**config.mk**
```make
export PLATFORM = sky130hd
export DESIGN_NAME = global_mem_arbiter_flat
export DESIGN_NICKNAME = d
export VERILOG_FILES = /design/src/rtl/global_mem_arbiter_if.sv /design/src/rtl/global_mem_arbiter.sv /design/src/flat_wrapper.sv
export SDC_FILE = /design/constraint.sdc
export NUM_CORES = 1
export LEC_CHECK = 0
export CAP_MARGIN = 20
export CORE_AREA = 5 5 155 157
export CTS_CLUSTER_SIZE = 40
export DETAILED_ROUTE_END_ITERATION = 16
export DIE_AREA = 0 0 160 162
export GPL_ROUTABILITY_DRIVEN = 0
export GPL_TIMING_DRIVEN = 0
export PLACE_DENSITY = 0.66
export SETUP_SLACK_MARGIN = 0.4
export SYNTH_ARGS = -nofsm -noshare
export SYNTH_HDL_FRONTEND = slang
export SYNTH_SLANG_ARGS = --single-unit
```
**constraint.sdc**
```tcl
create_clock -name clk -period 2.4 [get_ports clk]
set_input_delay 0.36 -clock clk [delete_from_list [all_inputs] [get_ports clk]]
set_output_delay 0.36 -clock clk [all_outputs]
set_load 0.05 [all_outputs]
```
**src/rtl/global_mem_arbiter_if.sv**
```systemverilog
// Core-array / global-memory bus bundle for global_mem_arbiter.
// The slave modport is the arbiter; the master modport is its surroundings.
interface global_mem_arbiter_if #(
   parameter int NUM_CORES = 4,
   parameter int ADDR_W    = 32,
   parameter int DATA_W    = 32
);
   localparam int IW = $clog2(NUM_CORES);

   logic [NUM_CORES-1:0]        coreReadReq;
   logic [NUM_CORES-1:0]        coreWriteReq;
   logic [NUM_CORES*ADDR_W-1:0] coreAddr;
   logic [NUM_CORES*DATA_W-1:0] coreWrData;
   logic [NUM_CORES-1:0]        coreReadDone;
   logic [NUM_CORES-1:0]        coreWriteDone;
   logic [DATA_W-1:0]           coreRdData;
   logic                        memRead;
   logic                        memWrite;
   logic [ADDR_W-1:0]           memAddr;
   logic [DATA_W-1:0]           memWrData;
   logic                        memAck;
   logic [DATA_W-1:0]           memRdData;
   logic                        busy;
   logic [IW-1:0]               grantIdx;

   modport slave (
      input  coreReadReq, coreWriteReq, coreAddr, coreWrData,
      input  memAck, memRdData,
      output coreReadDone, coreWriteDone, coreRdData,
      output memRead, memWrite, memAddr, memWrData,
      output busy, grantIdx
   );

   modport master (
      output coreReadReq, coreWriteReq, coreAddr, coreWrData,
      output memAck, memRdData,
      input  coreReadDone, coreWriteDone, coreRdData,
      input  memRead, memWrite, memAddr, memWrData,
      input  busy, grantIdx
   );
endinterface

```
**src/rtl/global_mem_arbiter.sv**
```systemverilog
// Round-robin arbiter sharing one global-memory port between gpu cores.
// One transaction at a time: IDLE (arbitrate) -> ISSUE -> RESPOND.
module global_mem_arbiter #(
   parameter int NUM_CORES = 4,
   parameter int ADDR_W    = 32,
   parameter int DATA_W    = 32
) (
   input  logic                 clk,
   input  logic                 resetN,
   global_mem_arbiter_if.slave  bus
);
   localparam int IW = $clog2(NUM_CORES);

   typedef enum logic [1:0] {
      IDLE    = 2'd0,
      ISSUE   = 2'd1,
      RESPOND = 2'd2
   } state_t;

   state_t               state, nxt;
   logic [IW-1:0]        rrPtr, grantIdx, pick, cand;
   logic                 found, opRead;
   logic [NUM_CORES-1:0] req, grantOh;
   logic [ADDR_W-1:0]    memAddr;
   logic [DATA_W-1:0]    memWrData, rdData;
   int                   j;

   assign req = bus.coreReadReq | bus.coreWriteReq;

   // Scan starts just after the last winner, so it has lowest priority.
   always_comb begin
      found = 1'b0;
      pick  = '0;
      cand  = '0;
      j     = 0;
      for (int k = 1; k <= NUM_CORES; k++) begin
         j    = (int'(rrPtr) + k) % NUM_CORES;
         cand = IW'(j);
         if (!found && req[cand]) begin
            found = 1'b1;
            pick  = cand;
         end
      end
   end

   always_ff @(posedge clk or negedge resetN) begin
      if (!resetN) state <= IDLE;
      else         state <= nxt;
   end

   always_comb begin
      nxt = state;
      unique case (state)
         IDLE:    if (found) nxt = ISSUE;
         ISSUE:   if (bus.memAck) nxt = RESPOND;
         RESPOND: nxt = IDLE;
         default: nxt = IDLE;
      endcase
   end

   always_ff @(posedge clk or negedge resetN) begin
      if (!resetN) begin
         rrPtr     <= IW'(NUM_CORES - 1);
         grantIdx  <= '0;
         memAddr   <= '0;
         memWrData <= '0;
         rdData    <= '0;
         opRead    <= 1'b0;
      end else begin
         if (state == IDLE && found) begin
            rrPtr     <= pick;
            grantIdx  <= pick;
            memAddr   <= bus.coreAddr[int'(pick)*ADDR_W +: ADDR_W];
            memWrData <= bus.coreWrData[int'(pick)*DATA_W +: DATA_W];
            opRead    <= bus.coreReadReq[pick];
         end
         if (state == ISSUE && bus.memAck && opRead)
            rdData <= bus.memRdData;
      end
   end

   assign grantOh = NUM_CORES'(1) << grantIdx;

   assign bus.memRead       = (state == ISSUE) && opRead;
   assign bus.memWrite      = (state == ISSUE) && !opRead;
   assign bus.memAddr       = memAddr;
   assign bus.memWrData     = memWrData;
   assign bus.coreRdData    = rdData;
   assign bus.busy          = (state != IDLE);
   assign bus.grantIdx      = grantIdx;
   assign bus.coreReadDone  =
      (state == RESPOND && opRead) ? grantOh : '0;
   assign bus.coreWriteDone =
      (state == RESPOND && !opRead) ? grantOh : '0;
endmodule

```
**src/flat_wrapper.sv**
```systemverilog
// flat-port wrapper written by rule: the top's interface ports become plain ports
module global_mem_arbiter_flat 
#(
   parameter int NUM_CORES = 4,
   parameter int ADDR_W    = 32,
   parameter int DATA_W    = 32
)
  (clk, resetN, bus_coreReadReq, bus_coreWriteReq, bus_coreAddr, bus_coreWrData, bus_memAck, bus_memRdData, bus_coreReadDone, bus_coreWriteDone, bus_coreRdData, bus_memRead, bus_memWrite, bus_memAddr, bus_memWrData, bus_busy, bus_grantIdx);
  global_mem_arbiter_if #(.NUM_CORES(NUM_CORES), .ADDR_W(ADDR_W), .DATA_W(DATA_W)) bus_i ();
  input  logic clk;
  input  logic resetN;
  input wire logic [$bits(bus_i.coreReadReq)-1:0] bus_coreReadReq;
  input wire logic [$bits(bus_i.coreWriteReq)-1:0] bus_coreWriteReq;
  input wire logic [$bits(bus_i.coreAddr)-1:0] bus_coreAddr;
  input wire logic [$bits(bus_i.coreWrData)-1:0] bus_coreWrData;
  input wire logic [$bits(bus_i.memAck)-1:0] bus_memAck;
  input wire logic [$bits(bus_i.memRdData)-1:0] bus_memRdData;
  output wire logic [$bits(bus_i.coreReadDone)-1:0] bus_coreReadDone;
  output wire logic [$bits(bus_i.coreWriteDone)-1:0] bus_coreWriteDone;
  output wire logic [$bits(bus_i.coreRdData)-1:0] bus_coreRdData;
  output wire logic [$bits(bus_i.memRead)-1:0] bus_memRead;
  output wire logic [$bits(bus_i.memWrite)-1:0] bus_memWrite;
  output wire logic [$bits(bus_i.memAddr)-1:0] bus_memAddr;
  output wire logic [$bits(bus_i.memWrData)-1:0] bus_memWrData;
  output wire logic [$bits(bus_i.busy)-1:0] bus_busy;
  output wire logic [$bits(bus_i.grantIdx)-1:0] bus_grantIdx;
  assign bus_i.coreReadReq = bus_coreReadReq;
  assign bus_i.coreWriteReq = bus_coreWriteReq;
  assign bus_i.coreAddr = bus_coreAddr;
  assign bus_i.coreWrData = bus_coreWrData;
  assign bus_i.memAck = bus_memAck;
  assign bus_i.memRdData = bus_memRdData;
  assign bus_coreReadDone = bus_i.coreReadDone;
  assign bus_coreWriteDone = bus_i.coreWriteDone;
  assign bus_coreRdData = bus_i.coreRdData;
  assign bus_memRead = bus_i.memRead;
  assign bus_memWrite = bus_i.memWrite;
  assign bus_memAddr = bus_i.memAddr;
  assign bus_memWrData = bus_i.memWrData;
  assign bus_busy = bus_i.busy;
  assign bus_grantIdx = bus_i.grantIdx;
  global_mem_arbiter #(.NUM_CORES(NUM_CORES), .ADDR_W(ADDR_W), .DATA_W(DATA_W)) u_core (.clk(clk), .resetN(resetN), .bus(bus_i));
endmodule
```
; Word-level counts from Yosys, hierarchy flattened
; Cells that the tools add are included.
[totals]
elab_cells = 64
ff_bits = 103
in_bits = 299
[op_classes]
n_reduce_logical = 17
eq_ne = 4
muxes = 23
n_shift = 3
add_sub_neg = 4
n_bitwise = 1
magnitude_cmp = 5
[ops]
columns = cell, n
row1 = $shiftx A128 B8 Y32, 2
row2 = $lt A2 B3 Y1 const B, 5
row3 = $mux W2, 6
row4 = $bmux W1 S2, 5
row5 = $logic_and A1 B1 Y1, 10
row6 = $mux W1, 9
row7 = $mux W4, 2
row8 = $add A2 B1 Y2 const B, 2
row9 = $add A2 B2 Y2 const B, 2
row10 = $logic_not A1 Y1, 4
row11 = $or A4 B4 Y4, 1
row12 = $pmux W2 S2, 1
row13 = $shl A1 B2 Y4 const A, 1
row14 = $eq A2 B1 Y1 const B, 1
row15 = $eq A2 B2 Y1 const B, 1
row16 = $logic_not A2 Y1, 1
row17 = $ne A2 B1 Y1 const B, 1
row18 = $ne A2 B2 Y1 const B, 1
row19 = $reduce_and A2 Y1, 1
row20 = $reduce_bool A2 Y1, 1

; Longest topological paths before layout
[logic_depth]
word_depth = 15
mapped_depth = 9
mapped_depth_nobuf = 5

; Least setup slack after synthesis
; Ideal clock, no wire load.
[synth_path]
path_type = flip-flop to output port
startpoint = register u_core.grantIdx[1] (netlist: u_core.bus.grantIdx[1])
endpoint = output bus_coreWriteDone[0]
t_arrival_ns = 2.172
t_required_ns = 2.040
stages_incl_launch_ff = 3
setup_slack_ns = -0.132
cell_sequence = dfrtp_1 > or3b_2 > nor3_1
[synth_via]
elab_chain_cells = 2
[synth_lines]
columns = element, line_no
row1 = "start, declared", global_mem_arbiter.sv:21  ; logic [IW-1:0] rrPtr, grantIdx, pick, cand;
row2 = "start signal, assigned", global_mem_arbiter.sv:72  ; grantIdx <= pick;
row3 = $shl A1 B2 Y4, global_mem_arbiter.sv:82  ; assign grantOh = NUM_CORES'(1) << grantIdx;
row4 = $mux W4, global_mem_arbiter.sv:94  ; (state == RESPOND && !opRead) ? grantOh : '0;
row5 = "end, declared", flat_wrapper.sv:19  ; output wire logic [$bits(bus_i.coreWriteDone)-1:0] bus_coreWriteDone;
; No other way between the ends.

; Worst setup path in the final report
[layout_path]
startpoint = register u_core.rrPtr[1]
endpoint = register u_core.memWrData[15] (netlist: u_core.bus.memWrData[15])
[layout_via]
elab_chain_cells = 14
word_cells_on_any_way = 28
[layout_lines]
columns = element, line_no
row1 = "start, declared", global_mem_arbiter.sv:21
row2 = "start signal, assigned", global_mem_arbiter.sv:63  ; rrPtr <= IW'(NUM_CORES - 1);
row3 = "start signal, assigned", global_mem_arbiter.sv:71  ; rrPtr <= pick;
row4 = $add A2 B1 Y2, global_mem_arbiter.sv:37  ; j = (int'(rrPtr) + k) % NUM_CORES;
row5 = $bmux W1 S2, global_mem_arbiter.sv:39  ; if (!found && req[cand]) begin
row6 = $mux W1 (implied by the code), global_mem_arbiter.sv:39
row7 = $mux W1, global_mem_arbiter.sv:39
row8 = $logic_not A1 Y1, global_mem_arbiter.sv:39
row9 = $logic_and A1 B1 Y1, global_mem_arbiter.sv:39
row10 = $mux W1, global_mem_arbiter.sv:39
row11 = $logic_not A1 Y1, global_mem_arbiter.sv:39
row12 = $logic_and A1 B1 Y1, global_mem_arbiter.sv:39
row13 = $mux W1, global_mem_arbiter.sv:39
row14 = $logic_not A1 Y1, global_mem_arbiter.sv:39
row15 = $logic_and A1 B1 Y1, global_mem_arbiter.sv:39
row16 = $mux W2 / $mux W1 (equally long branches), global_mem_arbiter.sv:39
row17 = $shiftx A128 B8 Y32 / $logic_and A1 B1 Y1 (equally long branches), "global_mem_arbiter.sv:74, global_mem_arbiter.sv:70"
row18 = "end signal, assigned", global_mem_arbiter.sv:74  ; memWrData <= bus.coreWrData[int'(pick)*DATA_W +: DATA_W];
row19 = "end, declared", global_mem_arbiter.sv:25  ; logic [DATA_W-1:0] memWrData, rdData;
; Parallel ways exist; a longest one is shown, timed or not. The select of a mux whose other input is x is not followed.
; A chain may end at the register's enable or synchronous reset.

==> impl_metrics.toml <==
[critical_path]
crit_chain = "buf_6, o21a_1, o32a_1, and2_4, buf_12, buf_16, buf_12, buf_16, mux2i_2, o221ai_1"
slowest_delay_ns = 0.53
crit_path_start_kind = "flip-flop"
path_max_fanout = 7
crit-reg2reg-launch = "u_core.rrPtr[1]"
end_kind = "flip-flop"
arrival_ns = 2.31
startpoint = "u_core.rrPtr[1]"
cpLargestDelayFamily = "buffers and inverters"
critical_path_buf_inv_count = 5
required_ns = 2.62
rrSetupSlack_ns = 0.31
slowest_stage = "dfstp_2"
path_class = "reg -> reg"

[sta]
worstMarginPinSlew_ns = 0.5972
hold_viol_final = 0
fin_crit_sh = 0.8721
relSlewSlack = 0.6006
skew_ns = 0.006109
worst_slack_ns = 0.3070
rsz0062_at_grt = "yes"
setup_viol = 0
period_needed_ns = 2.093
fmax_mhz = 477.8
drv_slew = 0

[pwr]
p_sw_frac = 0.4664
power_density_nw_per_um2 = 1518
p_leak_nw = 4.876
ir_worst_vdd_mv = 0.7396
pwr-share-seq = 0.179
internal_power_w = 0.009389
total_power_w = 0.01760
p_switching_w = 0.008208
comb_power_share = 0.730
p_clk_frac = 0.091

[routing]
viasPerCell = 4.754
drc = 0
drt-pass1-iter-count = 4
drt-initial-drc-count = 198
wl_per_cell_um = 22.03
dr_total_vias = 5847
antenna_left = 0
wl_um = 27090

[clock_network]
insertion_delay_ns = 0.35
cts_tree = "built"
clock_tree.root_cell = "clkbuf_16"
path_clk_slew_ns = 0.08
clockBufferDepth = 2
cts_sinks = 103
numCtsBuffers = 9
htreeDepth = 3

[global_routing]
grt_pass1_vias = 6450
grtUsageTotal = 0.1976
grt_pass1_wl_um = 39580
overflow = 0
grt_start_max_net_pins = 59
antenna_found_initial = 1

[floorplanning]
ios = 408
die_x_um = 160
die_h_um = 162
rows = 55
initial_core_util = 0.2562
die-area_um2 = 25920
fp.coreArea_um2 = 22370

[place]
dp_hpwl_um = 19930
pre_cts_ws_ns = -0.4944
place_area_um2 = 10200
numPortBuffers = 407

[layout]
n_fill_cell = 2035
design_area_um2 = 11600
final_nets = 1239
drive_above_1_share = 0.2021
multi_input_area_um2 = 3167
antenna_cells = 0
area_growth_pct = 102.4
seq_area_um2 = 2580

[synth]
synth_area_per_cell_um2 = 11.67
syn_area_um2 = 5729
syn_inst = 491
synth-seq-cells = 103
ys.warnings.count = 0
synthDistinctLibCells = 36
ys_seq_area_frac = 0.4503
synth_nets = 790

[min_path]
hold_path.class = "reg -> reg"
min-delay-start = "u_core.bus.memWrData[28]"

[job]
drv_cap = 0

[status]
status = "completed"
-- logic make-up (layout without fill, tap and decap cells) --
kind of cell | count (synthesis) | after routing | share of synthesized area
AO/OA/AOI/OAI | 81 | 81 | 0.1190
buffers and inverters | 42 | 496 | 0.06508
flip-flops | 103 | 103 | 0.4503
multiplexers | 161 | 161 | 0.2883
AND/OR/NAND/NOR | 104 | 104 | 0.07731
-- power by group through the flow --
stage	sequential (W)	clock [W]	combinational [W]
finish	0.00314	0.00160	0.0129
global route	0.00326	0.00173	0.0135
CTS	0.00314	0.00167	0.0124
detailed placement	0.00315	0	0.0105
global placement	0.00312	0	0.0105
floorplan	0.00595	0	0.00406
-- per-layer routing --
metal	vias to the layer above	wire length [um]	GRT usage
met5	-	20	0
met4	2	385	0.05045
met3	20	2459	0.07105
met2	269	13490	0.3441
met1	2798	10740	0.2322
li1	2758	-	-
-- synthesized netlist by cell type (all sizes together) --
library cell,instances,share of area
a211oi,1,0.0013
a21oi,2,0.0017
a31o,2,0.0031
a31oi,1,0.0011
and2,3,0.0033
and4,1,0.0015
buf,26,0.051
bufbuf,1,0.0033
clkbuf,15,0.011
dfrtp,101,0.44
dfstp,2,0.0092
mux2,32,0.063
mux2i,129,0.23
nand2,74,0.048
nand2b,4,0.0044
nand3,1,0.00087
nand3b,1,0.0013
nor2,12,0.0079
nor2b,1,0.0011
nor3,3,0.0026
nor4,1,0.0022
o211ai,1,0.0013
o21a,4,0.0052
o21ai,3,0.0026
o221ai,64,0.098
o2bb2ai,1,0.0015
o32a,1,0.0017
o41ai,1,0.0015
or2,2,0.0022
or3b,1,0.0015
-- sequential cells by signal (all words and copies together) (netlist names) --
| register | count |
|---|---|
| u_core.bus.grantIdx | 2 |
| u_core.state | 2 |
| u_core.bus.memWrData | 32 |
| u_core.opRead | 1 |
| u_core.bus.coreRdData | 32 |
| u_core.bus.memAddr | 32 |
| u_core.rrPtr | 2 |
-- through the flow --
stage | cells | utilization | hold WS, ns | setup TNS [ns]
6_report | 1230 | 0.5185 | 0.4915 | 0
2_1_floorplan | 491 | - | 0.06441 | 0
4_1_cts | 1224 | 0.5043 | 0.4930 | 0
3_3_place_gp | 1183 | 0.4547 | 0.4678 | -370.61
3_5_place_dp | 1184 | 0.4560 | 0.3390 | -24.76
5_1_grt | 1230 | 0.5185 | 0.5096 | 0
-- worst register-to-register path, delay by kind of cell, from the launching register on --
kind            cells  cell delay (ns)
flops               1             0.53
buf+inv             5             0.63
mux                 1             0.21
compound gates      3             0.41
simple gates        1             0.17
-- timing repair --
item | in CTS | in global routing
hold buffers | 1 | 0
gates resized for setup | 129 | 66
hold endpoints to repair | 43 | 0
endpoints found under the setup margin | 91 | 93
gates cloned | 11 | 4
pin swaps | 25 | 24
buffers inserted | 12 | 2
-- final cells by class --
cell class / count / share of cell area
Tap cell: 285 / 0.03075
Clock buffer: 9 / 0.01942
Buffer: 42 / 0.04294
Sequential cell: 103 / 0.2225
Timing Repair Buffer: 438 / 0.4038
Multi-Input combinational cell: 346 / 0.2731
Clock inverter: 7 / 0.007553
-- final timing paths --
path / cells after the start / to
min in group asynchronous: 2 / u_core.bus.coreRdData[29]
max reg2reg: 10 / u_core.bus.memWrData[15]
max: 10 / u_core.bus.memWrData[15]
min reg2reg: 2 / u_core.bus.memWrData[28]
min: 2 / u_core.bus.memWrData[28]
max in group asynchronous: 3 / u_core.bus.memWrData[30]
-- cell usage in the layout, fill, tap and decap left out, types with 12 or more instances in the layout --
cell               n
clkdlybuf4s50_1  387
dfrtp_1          101
mux2i_1           94
nand2_1           74
o221ai_1          52
mux2_2            32
mux2i_2           20
buf_12            19
mux2i_4           15
clkbuf_16         14
clkbuf_2          13
buf_4             12
o221ai_2          12
buf_16            12
No activity file was read; power rests on OpenSTA's default activity.
